==> config.mk <==
export PLATFORM = sky130hd
export DESIGN_NAME = oh_powergate_ctrl
export DESIGN_NICKNAME = d
export VERILOG_FILES = /design/src/rtl/oh_powergate_ctrl.sv
export SDC_FILE = /design/constraint.sdc
export NUM_CORES = 1
export LEC_CHECK = 0
export CORE_ASPECT_RATIO = 0.6
export CORE_MARGIN = 1.5
export CORE_UTILIZATION = 55
export CTS_CLUSTER_SIZE = 24
export DETAILED_ROUTE_END_ITERATION = 10
export GPL_ROUTABILITY_DRIVEN = 0
export PLACE_DENSITY = 0.89
export SKIP_LAST_GASP = 1
export SLEW_MARGIN = 5
export SYNTH_ARGS = -nofsm -noshare
export SYNTH_HDL_FRONTEND = slang
export SYNTH_SLANG_ARGS = --single-unit
==> constraint.sdc <==
create_clock -name clk -period 4.7 [get_ports clk]
set_input_delay 0.705 -clock clk [delete_from_list [all_inputs] [get_ports clk]]
set_output_delay 0.705 -clock clk [all_outputs]
set_load 0.005 [all_outputs]
==> src/rtl/oh_powergate_ctrl.sv <==
// Power-gating sequencer for a switched domain: staged footer turn-on, retention
// restore/save pulses, isolation control and a single-step power-down.
module oh_powergate_ctrl #(
  parameter int N  = 4,  // staged footer switch segments, 2..32
  parameter int DW = 8   // width of the stage delay configuration
) (
  input  logic          clk,
  input  logic          reset,
  input  logic          pwr_req,
  input  logic [DW-1:0] cfg_delay,
  output logic [N-1:0]  nsleep,
  output logic          iso_en,
  output logic          ret_save,
  output logic          ret_restore,
  output logic          pwr_ack,
  output logic          busy,
  output logic [2:0]    state
);

  typedef enum logic [2:0] {
    StOff     = 3'd0,
    StPwrUp   = 3'd1,
    StRestore = 3'd2,
    StOn      = 3'd3,
    StIso     = 3'd4,
    StSave    = 3'd5,
    StPwrDn   = 3'd6
  } state_e;

  state_e        state_q, state_d;
  logic          pwr_req_q;
  logic [DW-1:0] cnt_q, cnt_d;
  logic [DW-1:0] dly_q, dly_d;
  logic [N-1:0]  nsleep_q, nsleep_d;
  logic          iso_en_q, iso_en_d;
  logic          ret_save_q, ret_save_d;
  logic          ret_restore_q, ret_restore_d;
  logic          pwr_ack_q, pwr_ack_d;
  logic          busy_q, busy_d;

  // Next-state, stage counter, latched delay and footer enables.
  // The request is taken from its registered copy so no input reaches an output
  // combinationally; this adds one cycle between sampling and the transition.
  always_comb begin
    state_d  = state_q;
    cnt_d    = '0;
    dly_d    = dly_q;
    nsleep_d = nsleep_q;
    case (state_q)
      StOff: begin
        nsleep_d = '0;
        if (pwr_req_q) begin
          state_d = StPwrUp;
          dly_d   = cfg_delay;
        end
      end
      StPwrUp: begin
        if (cnt_q == dly_q) begin
          if (&nsleep_q) begin
            state_d = StRestore;
          end else begin
            nsleep_d = {nsleep_q[N-2:0], 1'b1};
          end
        end else begin
          cnt_d = cnt_q + DW'(1);
        end
      end
      StRestore: state_d = StOn;
      StOn: begin
        nsleep_d = '1;
        if (!pwr_req_q) state_d = StIso;
      end
      StIso: state_d = StSave;
      StSave: begin
        dly_d    = cfg_delay;
        nsleep_d = '0;  // all segments drop together on entry to power-down
        state_d  = StPwrDn;
      end
      StPwrDn: begin
        nsleep_d = '0;
        if (cnt_q == dly_q) begin
          state_d = StOff;
        end else begin
          cnt_d = cnt_q + DW'(1);
        end
      end
      default: begin
        // Unused encoding recovers to OFF.
        state_d  = StOff;
        nsleep_d = '0;
      end
    endcase
  end

  // Registered status outputs, decoded from the upcoming state.
  always_comb begin
    iso_en_d      = (state_d != StOn);
    pwr_ack_d     = (state_d == StOn);
    busy_d        = (state_d != StOn) && (state_d != StOff);
    ret_save_d    = (state_d == StSave);
    ret_restore_d = (state_d == StRestore);
  end

  // State and output registers with synchronous reset.
  always_ff @(posedge clk) begin
    if (reset) begin
      state_q       <= StOff;
      pwr_req_q     <= 1'b0;
      cnt_q         <= '0;
      dly_q         <= '0;
      nsleep_q      <= '0;
      iso_en_q      <= 1'b1;
      ret_save_q    <= 1'b0;
      ret_restore_q <= 1'b0;
      pwr_ack_q     <= 1'b0;
      busy_q        <= 1'b0;
    end else begin
      state_q       <= state_d;
      pwr_req_q     <= pwr_req;
      cnt_q         <= cnt_d;
      dly_q         <= dly_d;
      nsleep_q      <= nsleep_d;
      iso_en_q      <= iso_en_d;
      ret_save_q    <= ret_save_d;
      ret_restore_q <= ret_restore_d;
      pwr_ack_q     <= pwr_ack_d;
      busy_q        <= busy_d;
    end
  end

  assign state       = state_q;
  assign nsleep      = nsleep_q;
  assign iso_en      = iso_en_q;
  assign ret_save    = ret_save_q;
  assign ret_restore = ret_restore_q;
  assign pwr_ack     = pwr_ack_q;
  assign busy        = busy_q;

endmodule

==> impl_results.md <==
- Run status: finished, final reports clean
- Final-report hold violation count: 0
- Slowest stage cell, crit path: dfxtp_1
- Data arrival time of the worst path: between 1.5 and 2 ns
- Launch point of the worst reg-to-reg path: state[2]
- Startpoint of the worst hold path: nsleep[0]
- Maximum buffer depth of the clock tree: 2
- Largest voltage drop on the vdd net: approximately 0.00018 V
- Inserted Clock Buffers: 5
- Post-layout min period: between 2 and 2.5 ns
- Detailed-router iteration count before antenna repair: 4
- CTS tree: built
- Unrepaired setup endpoints after global routing: false
- Initial Utilization: 59.3%
- Crit path cell chain: clkdlybuf4s50_1
- Count of buffering cells on the critical path with inverters included: 1
- Synth-to-Final Area Change: 23.5%
- Portion of netlist area occupied by mux cells: under 10%
- Clock edge transition at the registers on the reported setup and hold paths: 0.06 ns
- Most used DFF post-synth: dfxtp_1
- Register-to-Register Path Depth: 4
- Remaining max-slew budget at the tightest pin: 54.4%
- Area of the multi-input gates: 667 µm²
- Count of cell types in the netlist: 33
- Total length of routed wires: about 2.8 mm
- Number of buffers added on ports: 22
- Largest net degree at the start of global routing: 21
- Number of synthesis warnings: 0
- Sequential-to-total area share from yosys stat: between 40% and 50%
- Diodes inserted: 0
- Insertion delay of the later-clocked pin in the worst-skew pair: about 0.27 ns
- Hold buffer count at cts: 0
- Total number of H-tree levels: 2
- Highest cell delay on the worst timing path: ~0.64 ns
- Largest family of logic cells by synthesized area: simple AND/OR/NAND/NOR gates
- Max-cap violations: 0
- Die extent in y: 40.8 µm
- Reg-to-reg slack, setup: 2.99 ns
- Simple-gate area share of the yosys netlist: between 20% and 30%
- Clock tree skew after final layout: 0.00509 ns
- Hold endpoint: nsleep[0]
- Xor/xnor share of the synthesized area: between 10 and 15%
- Root buffer cell: clkbuf_8
- Number of slew-limit violations in the final report: 0
- Number of DRC markers after the initial detailed-route iteration: around 80
- Type of the tightest min-delay check: flip-flop to flip-flop
- Post-synthesis compound-gate area fraction: a little under an eighth
- Die Width: 66.1 µm
- Worst Path Max Fanout: 16
- Adder-Cell Fraction of Synth Area: 0.953%
- Core box area: ~2200 µm²
- Clock tree sinks: 29
- Via-to-Cell Ratio: between 5 and 6
- Reported leakage power: approximately 0.00056 µW
- Transition at the pin with the smallest max-transition slack: around 0.7 ns
- Number of global-route vias before repair: about 950
- Worst reg2reg endpoint: dly_q[3]
- Maximum clock frequency: approximately 450 MHz
- Portion of the clock cycle consumed by the worst path in the final layout: between 40 and 50%
- Hold-critical path depth: 2
- Post-CTS setup buffers: 0
- Critical Path Source Type: flip-flop
- Power per standard cell area: slightly above 300 nW/µm²
- Sequential cell area: approximately 580 µm²
- Number of antenna violations at the first check in global routing: 0
- Fraction of final layout cells with drive strength greater than 1: 8.93%
- Antenna violation net count after detailed routing: 0
- Post-DR wirelength/cell: roughly 14 µm
- Placement Rows: 13
- Post-CTS resize count: 0
- Endpoint kind of the worst setup timing path: output pin
- Post-synthesis cell count: approximately 140
- Leading cell type in the layout, fill and taps excluded: dfxtp_1
- Number of vias in the routed layout: ~1,100
- Mean instance size in the synthesized netlist: 9.11 µm²
- Fill cell instance count of the final layout: roughly 160
- Number of flops mapped to enable cells by yosys: 0
- Number of top-level pins: 23
- Setup_tns: 0 ns
- Total number of nets in the final design: 179
- Die area: ~2700 µm²
- Hold WS: 0.500 ns
- Total global-route track usage: between 20% and 30%
- Global route total overflow: 0
- Synthesized Nets: around 160
- Worst endpoint required time: approximately 4.0 ns
- Async S/R FF share, synth: 0%
- Sum of net half-perimeters after detailed placement: a little under 2 mm
- Count of state elements after synthesis: 29
- Leading cell types in the layout, fill and taps excluded: 29 x dfxtp_1, 25 x nor2_1, 22 x clkdlybuf4s50_1
- Kind of cell adding the most delay to the critical path: flip-flops
- First-pass GRT wire length: roughly 4.4 mm
- DRC errors left: 0
- Type of the setup path with the least slack: flip-flop to output pin
- Mapped Area: 1310 µm²
- Final setup violation count: 0
metrics by stage:
step	worst slack, ns	total power (µW)	utilization [%]	instances	instance area [µm²]
final	2.48	499	73.3	198	1620
after global routing	2.38	523	73.3	198	1620
after CTS	2.48	504	73.3	198	1620
after detailed placement	2.39	314	69.6	190	1540
after global placement	2.45	312	69.6	190	1540
after floorplan	3.22	296	-	144	1310
routing by layer:
layer	up-vias	GRT usage (%)	routed length [µm]
met2	45	38.9	1220
met5	-	0	0
li1	540	-	-
met1	490	28.3	1290
met4	0	10.7	27
met3	4	9.34	218
worst reg2reg max path: stages, from the launching register on:
cell and delay [ns]:
dfxtp_1 0.64, nand2_1 0.21, a21oi_4 0.39, mux2i_1 0.25, nor2_1 0.07
layout make-up:
class	instances	area share, %
clock buffers	6	4.48
clock inverters	2	0.617
inverters	9	2.08
multi-input cells	100	41.1
flip-flops and latches	29	35.8
well taps	30	2.31
repair buffers	22	13.6
cells in the mapped netlist (2+ instances only):
library cell  number  share of area (%)
and3_1             3                1.4
or3_1              3                1.4
xor2_1             4                2.7
nor2_1            25                7.1
a31oi_1            3                1.4
a21oi_1            5                1.9
clkbuf_1           4                1.1
nor2b_1            2               0.95
or2_2              2               0.95
inv_1              9                2.6
nand3_1            4                1.5
mux2i_1            9                6.9
xnor2_1            9                6.0
nand4_1            3                1.4
dfxtp_1           29                 44
nand2_1            7                2.0
o21ai_0            4                1.5
o32ai_1            3                2.0
xnor2_2            2                2.5
report_power, final:
group / switching (µW) / total, µW / internal, µW
clock network: 86.7 / 189 / 102
logic: 25.4 / 51.2 / 25.8
registers: 6.86 / 259 / 252
sequential cells by signal, indices dropped and copies added (netlist names), 3 cells and up:
signal  cells
dly_q       8
nsleep      4
cnt_q       8
state       3
worst max path at each step:
| stage | startpoint | endpoint | slack [ns] | cells after the start |
|---|---|---|---|---|
| final | state[2] | state[2] | 2.48 | 1 |
| after global routing | state[2] | state[2] | 2.38 | 1 |
| after CTS | state[2] | state[2] | 2.48 | 1 |
| after detailed placement | reset | cnt_q[3] | 2.39 | 3 |
| after global placement | reset | cnt_q[6] | 2.45 | 3 |
| after floorplan | cnt_q[0] | ret_restore | 3.22 | 5 |
logic make-up (layout without fill, tap and decap cells):
family / Yosys count / after routing
AOI/OAI and AO/OA: 21 / 21
xor gates and xnor gates: 15 / 15
adders and majority gates: 1 / 1
buffers and inverters: 15 / 39
DFF: 29 / 29
muxes: 9 / 9
and+or+nand+nor: 54 / 54
Power figures use the tool's default switching activity.
